<file path="src/rtl/img_pkg.sv">
// Shared image-pipeline constants (also used by the ROM reader) and the FIFO operation encoding.
package img_pkg;

    localparam int DATA_W   = 24;
    localparam int IMG_COLS = 512;
    localparam int IMG_ROWS = 512;
    localparam int FIFO_AW  = 4;

    typedef enum logic [1:0] {
        OP_IDLE = 2'b00,
        OP_POP  = 2'b01,
        OP_PUSH = 2'b10,
        OP_BOTH = 2'b11
    } fifo_op_e;

    function automatic fifo_op_e fifo_op(input logic push, input logic pop);
        fifo_op_e op;
        case ({push, pop})
            2'b10:   op = OP_PUSH;
            2'b01:   op = OP_POP;
            2'b11:   op = OP_BOTH;
            default: op = OP_IDLE;
        endcase
        return op;
    endfunction

endpackage

</file>
<file path="src/rtl/sync_fifo_fwft.sv">
// Synchronous first-word-fall-through FIFO: the head word is visible on rd_data whenever empty is low.
// The caller guarantees no push into a full FIFO unless it pops in the same cycle, and no pop when empty.
module sync_fifo_fwft
    import img_pkg::*;
#(
    parameter int DATA_W = img_pkg::DATA_W,
    parameter int AW     = img_pkg::FIFO_AW
) (
    input  logic              clk,
    input  logic              rst_n,
    input  logic              wr_en,
    input  logic [DATA_W-1:0] wr_data,
    input  logic              rd_en,
    output logic [DATA_W-1:0] rd_data,
    output logic              full,
    output logic              empty,
    output logic [AW:0]       level
);

    localparam int DEPTH = 1 << AW;
    localparam logic [AW:0] LVL_FULL = (AW + 1)'(DEPTH);
    localparam logic [AW:0] LVL_ONE  = (AW + 1)'(1);

    logic [DATA_W-1:0] mem [DEPTH];
    logic [AW-1:0]     wr_ptr;
    logic [AW-1:0]     rd_ptr;
    logic [AW:0]       count;
    logic              empty_q;
    logic              full_q;
    fifo_op_e          op;

    assign op = fifo_op(wr_en, rd_en);

    // NOTE: storage is deliberately left out of reset; pointers and flags alone define valid contents.
    always_ff @(posedge clk) begin
        if (wr_en) begin
            mem[wr_ptr] <= wr_data;
        end
    end

    // NOTE: sequential state uses non-blocking assignments so every register samples pre-edge values.
    always_ff @(posedge clk) begin
        if (!rst_n) begin
            wr_ptr  <= '0;
            rd_ptr  <= '0;
            count   <= '0;
            empty_q <= 1'b1;
            full_q  <= 1'b0;
        end else begin
            if (wr_en) begin
                wr_ptr <= wr_ptr + 1'b1;
            end
            if (rd_en) begin
                rd_ptr <= rd_ptr + 1'b1;
            end
            case (op)
                OP_PUSH: begin
                    count   <= count + 1'b1;
                    empty_q <= 1'b0;
                    full_q  <= (count == LVL_FULL - 1'b1);
                end
                OP_POP: begin
                    count   <= count - 1'b1;
                    full_q  <= 1'b0;
                    empty_q <= (count == LVL_ONE);
                end
                default: begin
                    // Idle or simultaneous push/pop: occupancy unchanged.
                end
            endcase
        end
    end

    assign rd_data = mem[rd_ptr];
    assign full    = full_q;
    assign empty   = empty_q;
    assign level   = count;

endmodule

</file>
<file path="src/rtl/img_axis_packer.sv">
// Buffers the free-running reader pixel stream and emits AXI4-Stream video with frame/line markers.
// Position counters follow the output handshakes, so tuser/tlast always describe the head pixel.
module img_axis_packer
    import img_pkg::*;
#(
    parameter int DATA_W   = img_pkg::DATA_W,
    parameter int IMG_COLS = img_pkg::IMG_COLS,
    parameter int IMG_ROWS = img_pkg::IMG_ROWS,
    parameter int FIFO_AW  = img_pkg::FIFO_AW
) (
    input  logic               clk,
    input  logic               rst_n,
    input  logic [DATA_W-1:0]  img_din,
    input  logic               img_din_vld,
    output logic [DATA_W-1:0]  m_axis_tdata,
    output logic               m_axis_tvalid,
    input  logic               m_axis_tready,
    output logic               m_axis_tuser,
    output logic               m_axis_tlast,
    output logic               frame_done,
    output logic               ovf,
    output logic [FIFO_AW:0]   fifo_level
);

    localparam int COL_W = (IMG_COLS > 1) ? $clog2(IMG_COLS) : 1;
    localparam int ROW_W = (IMG_ROWS > 1) ? $clog2(IMG_ROWS) : 1;
    localparam logic [COL_W-1:0] COL_LAST = COL_W'(IMG_COLS - 1);
    localparam logic [ROW_W-1:0] ROW_LAST = ROW_W'(IMG_ROWS - 1);

    logic              fifo_full;
    logic              fifo_empty;
    logic [DATA_W-1:0] head_data;
    logic              rd;
    logic              wr;
    logic              drop;
    logic              at_col_last;
    logic              at_row_last;
    logic [COL_W-1:0]  col;
    logic [ROW_W-1:0]  row;

    assign m_axis_tvalid = !fifo_empty;
    assign rd            = m_axis_tvalid && m_axis_tready;
    // A full FIFO still accepts a pixel when the head leaves in the same cycle.
    assign wr            = img_din_vld && (!fifo_full || rd);
    assign drop          = img_din_vld && fifo_full && !rd;

    sync_fifo_fwft #(
        .DATA_W (DATA_W),
        .AW     (FIFO_AW)
    ) u_fifo (
        .clk     (clk),
        .rst_n   (rst_n),
        .wr_en   (wr),
        .wr_data (img_din),
        .rd_en   (rd),
        .rd_data (head_data),
        .full    (fifo_full),
        .empty   (fifo_empty),
        .level   (fifo_level)
    );

    assign at_col_last = (col == COL_LAST);
    assign at_row_last = (row == ROW_LAST);

    // Sideband and data are forced low while idle so nothing stale leaks out after reset.
    assign m_axis_tdata = m_axis_tvalid ? head_data : '0;
    assign m_axis_tuser = m_axis_tvalid && (col == '0) && (row == '0);
    assign m_axis_tlast = m_axis_tvalid && at_col_last;

    always_ff @(posedge clk) begin
        if (!rst_n) begin
            col        <= '0;
            row        <= '0;
            frame_done <= 1'b0;
            ovf        <= 1'b0;
        end else begin
            frame_done <= rd && at_col_last && at_row_last;
            if (drop) begin
                ovf <= 1'b1;
            end
            if (rd) begin
                if (at_col_last) begin
                    col <= '0;
                    row <= at_row_last ? '0 : row + 1'b1;
                end else begin
                    col <= col + 1'b1;
                end
            end
        end
    end

endmodule

</file>
<file path="config.mk">
export PLATFORM = sky130hd
export DESIGN_NAME = img_axis_packer
export DESIGN_NICKNAME = d
export VERILOG_FILES = /design/src/rtl/img_pkg.sv /design/src/rtl/sync_fifo_fwft.sv /design/src/rtl/img_axis_packer.sv
export SDC_FILE = /design/constraint.sdc
export NUM_CORES = 1
export LEC_CHECK = 0
export CELL_PAD_IN_SITES_DETAIL_PLACEMENT = 0
export CELL_PAD_IN_SITES_GLOBAL_PLACEMENT = 1
export CORE_ASPECT_RATIO = 1.25
export CORE_MARGIN = 2
export CORE_UTILIZATION = 52
export DETAILED_ROUTE_END_ITERATION = 7
export PLACE_DENSITY_LB_ADDON = 0.1
export SLEW_MARGIN = 20
export SYNTH_ARGS = -nofsm -noshare
export SYNTH_HDL_FRONTEND = slang
export SYNTH_SLANG_ARGS = --single-unit
</file>
<file path="constraint.sdc">
create_clock -name clk -period 4.9 [get_ports clk]
set_input_delay 0.98 -clock clk [delete_from_list [all_inputs] [get_ports clk]]
set_output_delay 0.98 -clock clk [all_outputs]
set_load 0.01 [all_outputs]
</file>
==> impl_summary.md <==
STA
The remaining max-slew budget at the tightest pin is 38.24%. The shortest clock period the worst path allows after layout is 4.045 ns. The number of hold violations in the final report is 0. Setup repair after global routing left no endpoint under its margin. The setup skew after layout is 0.01168 ns. Of the available clock period, the critical path in the final layout requires 82.55%.

The count of pins over their slew limit is 0. The highest clock rate is 247.2 MHz. The total setup violations reported at the end of the flow is 0.

The worst-margin pin slew is 0.9254 ns. The aggregate negative setup slack is 0 ns.

Cells and area
The filler cell count in the final layout is 2450. The fraction of final layout cells with drive strength greater than 1 is 11.84%. The core occupancy in the finished layout is 60.34%. The library cell used most frequently in the layout, excluding fill and tap cells, is sky130_fd_sc_hd__edfxtp_1.

Compared with the post-synthesis result, the final layout area differs by 15.00%. In the layout the commonest cells are sky130_fd_sc_hd__edfxtp_1 (384), sky130_fd_sc_hd__mux2i_1 (150), sky130_fd_sc_hd__a22oi_1 (73). The total number of nets in the final design is 1140.

The number of inserted diodes is 0.

Clocking
TritonCTS built the clock tree. At the later pin of the worst-skew pair, clock insertion delay measures 0.53 ns. The clock passes through at most 3 buffers. The root buffer cell is sky130_fd_sc_hd__clkbuf_16. The number of sinks handled by clock tree synthesis is 423. The clock-pin slew on the worst setup and hold paths is 0.06 ns.

TritonCTS created 41 clock buffers. Buffers inserted to repair hold after CTS numbered 0. The H-tree level count is 2. In this run the post-CTS setup repair buffer count came out at 0.

The quantity of gates resized following cts is 0.

Detailed routing
In the final routed layout, each cell accounts on average for 22.40 um. The total wire length after detailed routing is 34.52 mm. The number of antenna-violating nets in the routed design is 0. The number of search-and-repair iterations in the first detailed-routing pass is 5. In the routed design, unresolved DRC markers number 0. The first routing iteration left 603 violations. Using the TritonRoute via totals, the vias-per-cell ratio works out to 5.672.

The number of vias after detailed routing is 8740.

Global routing
Entering global routing, the biggest net connects 56 pins. The global-route congestion overflow total is 0. Across every metal layer, demand over resource in global routing totals 20.30%. The wire length of the first global-routing pass is 52.31 mm. The number of global-route vias before repair is 8853. The initial antenna violation count is 0.

Run status
The run finished with clean final reports.

Yosys
During synthesis, Yosys emitted a total of 0 warnings. The number of enable-type register cells in the synthesized netlist is 384. The most common flop cell mapped by yosys is sky130_fd_sc_hd__edfxtp_1.

Summing the areas of all fa, ha and maj instances in the mapped netlist gives 1.394% of the synthesized area. Of the synthesized area, sequential elements account for 72.20%. The number of unique standard cell types used by synthesis is 45. The post-synthesis share of cell area spent on xor and xnor gates is 0.9759%. The complex-gate fraction of the synthesized area is 4.901%. The average instance in the mapped netlist occupies 16.92 um2. The fraction of synthesized area in multiplexers is 12.04%. By area, the combinational part of the netlist is dominated by multiplexers. In the post-synthesis netlist, the biggest area contributors are sky130_fd_sc_hd__edfxtp_1 (68%), sky130_fd_sc_hd__mux2i_1 (8.8%), sky130_fd_sc_hd__dfxtp_1 (4.6%). The synthesized netlist devotes 5.613% of its cell area to simple gates. Summing every instance area after synthesis gives 17050 um2.

The synthesized design contains 423 register bits. sky130_fd_sc_hd__edfxtp_1 takes more of the synthesized area than any other cell. The proportion of netlist area held by the largest area contributor is 67.62%. Counting flops with an async set or reset pin after synthesis yields a share of 0%.

The net count after synthesis is 1055. Synthesis handed over a netlist of 1008 instances.

Worst setup path
The destination of the critical timing path is m_axis_tdata[17]. For the worst flop-to-flop path, the logic depth is 9. Of all nets on the critical path, the largest fanout is 28. The type of element launching the critical path is a register. The critical path class is register to primary output. The maximum cell stage delay along the critical path is 0.64 ns. STA classifies the critical path endpoint as a primary output. The register-to-register path setup slack is 1.98 ns. Traced cell by cell, the critical path runs through buf_4 > mux4_2 > nand2b_1 > nand3_1 > o21ai_1 > clkdlybuf4s50_1. STA puts the critical path data arrival time at 3.06 ns. On the critical path, the stage with the largest delay is an instance of sky130_fd_sc_hd__dfxtp_4. The required arrival time at the worst endpoint is 3.92 ns. The startpoint identified for the worst register-to-register timing path is u_fifo.empty$_SDFFE_PN1P_. The worst flop-to-flop path endpoint is u_fifo.level[3]$_SDFFE_PN0P_.

Job
Across the run, the number of max-cap violations was 0.

Floorplan
The number of placed I/O pins is 62. Once the floorplan was initialized, standard cells occupied 52.47% of the core. From left edge to right edge, the die measures 166.0 um.

The die outline height is 206.5 um. The floorplan has 74 rows. The die covers 34270 um2. After floorplanning, the core was sized to cover 32500 um2.

Placement
The estimated wirelength of the detail-placed design is 20.40 mm. The congestion estimate from routability-driven global placement came to 0.7395. The count of buffers added on input and output ports is 61.

Power
The leakage component of the power is 6.333 nW. For this design the ratio of total power to cell area is 400.1 nW/um2. Across the VDD grid, the largest voltage drop is 0.2412 mV.

Worst hold path
The type of the tightest min-delay check is register to register.
-- report_power, final --
part           total, mW  switching (mW)  internal (mW)
clock               3.34            1.31           2.04
combinational      0.490           0.269          0.220
sequential          4.01          0.0302           3.98
-- sequential cells by signal (all words and copies together) (netlist names), named ones only --
register / flops
u_fifo.level: 5
ovf: 1
frame_done: 1
u_fifo.wr_ptr: 4
u_fifo.mem: 384
u_fifo.empty: 1
u_fifo.rd_ptr: 4
row: 9
u_fifo.full: 1
col: 9
-- synth_stat cells, drive strengths merged (3+ instances only) --
cell	instances
a21boi	5
a21oi	8
a22oi	73
and2	19
and3	6
buf	33
clkbuf	20
dfxtp	39
edfxtp	384
ha	19
inv	16
mux2i	150
mux4	23
nand2	44
nand2b	19
nand3	27
nand4	10
nor2	23
nor2b	9
nor3	7
nor3b	3
nor4	6
o211ai	3
o21ai	29
xnor2	10
xor2	9
-- cell type report --
type	instances	area, um2	area share, %
inverter	16	60.06	0.3063
sequential	423	12320	62.80
multi-input combinational	516	4335	22.11
tap	418	523.0	2.667
clock inverter	29	377.9	1.927
timing repair buffer	95	940.9	4.798
clock buffer	44	1057	5.391
-- critical path, delay by kind of cell (launching register included) --
| kind | cells | cell delay (ns) |
|---|---|---|
| DFF | 1 | 0.64 |
| muxes | 1 | 0.55 |
| and+or+nand+nor | 2 | 0.23 |
| buffers and inverters | 2 | 1.01 |
| AOI/OAI and AO/OA | 1 | 0.06 |
-- metal layers --
layer / part of all wire [%] / up-vias / wire (um) / GRT usage, %
met4: 1.9 / 0 / 668 / 5.497
met3: 3.7 / 42 / 1286 / 3.121
li1: - / 4102 / - / -
met1: 42 / 4432 / 14580 / 25.67
met2: 52 / 164 / 17980 / 36.68
met5: 0 / - / 0 / 0
-- stage by stage --
| step | std cells | power (mW) | setup WS [ns] | area (um2) | hold slack [ns] |
|---|---|---|---|---|---|
| 3_3_place_gp | 1468 | 4.582 | 1.147 | 18170 | 0.4757 |
| 6_report | 1541 | 7.847 | 0.8551 | 19610 | 0.4997 |
| 2_1_floorplan | 1008 | 4.410 | 0.8017 | 17050 | 0.4663 |
| 4_1_cts | 1541 | 7.913 | 0.7757 | 19610 | 0.4997 |
| 3_5_place_dp | 1468 | 4.587 | 1.085 | 18170 | 0.4909 |
| 5_1_grt | 1541 | 8.078 | 0.6792 | 19610 | 0.5327 |
-- cell families after synthesis --
kind of cell    count (synthesis)
fa+ha+maj                      19
compound gates                122
simple gates                  183
buf+inv                        69
flops                         423
xor+xnor                       19
mux                           173
-- worst min path at each step --
stage | depth (start not counted) | end | from
2_1_floorplan | 2 | col[1]$_SDFFE_PN0P_ | col[1]$_SDFFE_PN0P_
3_3_place_gp | 2 | col[1]$_SDFFE_PN0P_ | col[1]$_SDFFE_PN0P_
3_5_place_dp | 2 | col[1]$_SDFFE_PN0P_ | col[1]$_SDFFE_PN0P_
4_1_cts | 2 | col[1]$_SDFFE_PN0P_ | col[1]$_SDFFE_PN0P_
5_1_grt | 2 | col[1]$_SDFFE_PN0P_ | col[1]$_SDFFE_PN0P_
6_report | 2 | col[1]$_SDFFE_PN0P_ | col[1]$_SDFFE_PN0P_
Power figures use the tool's default switching activity.
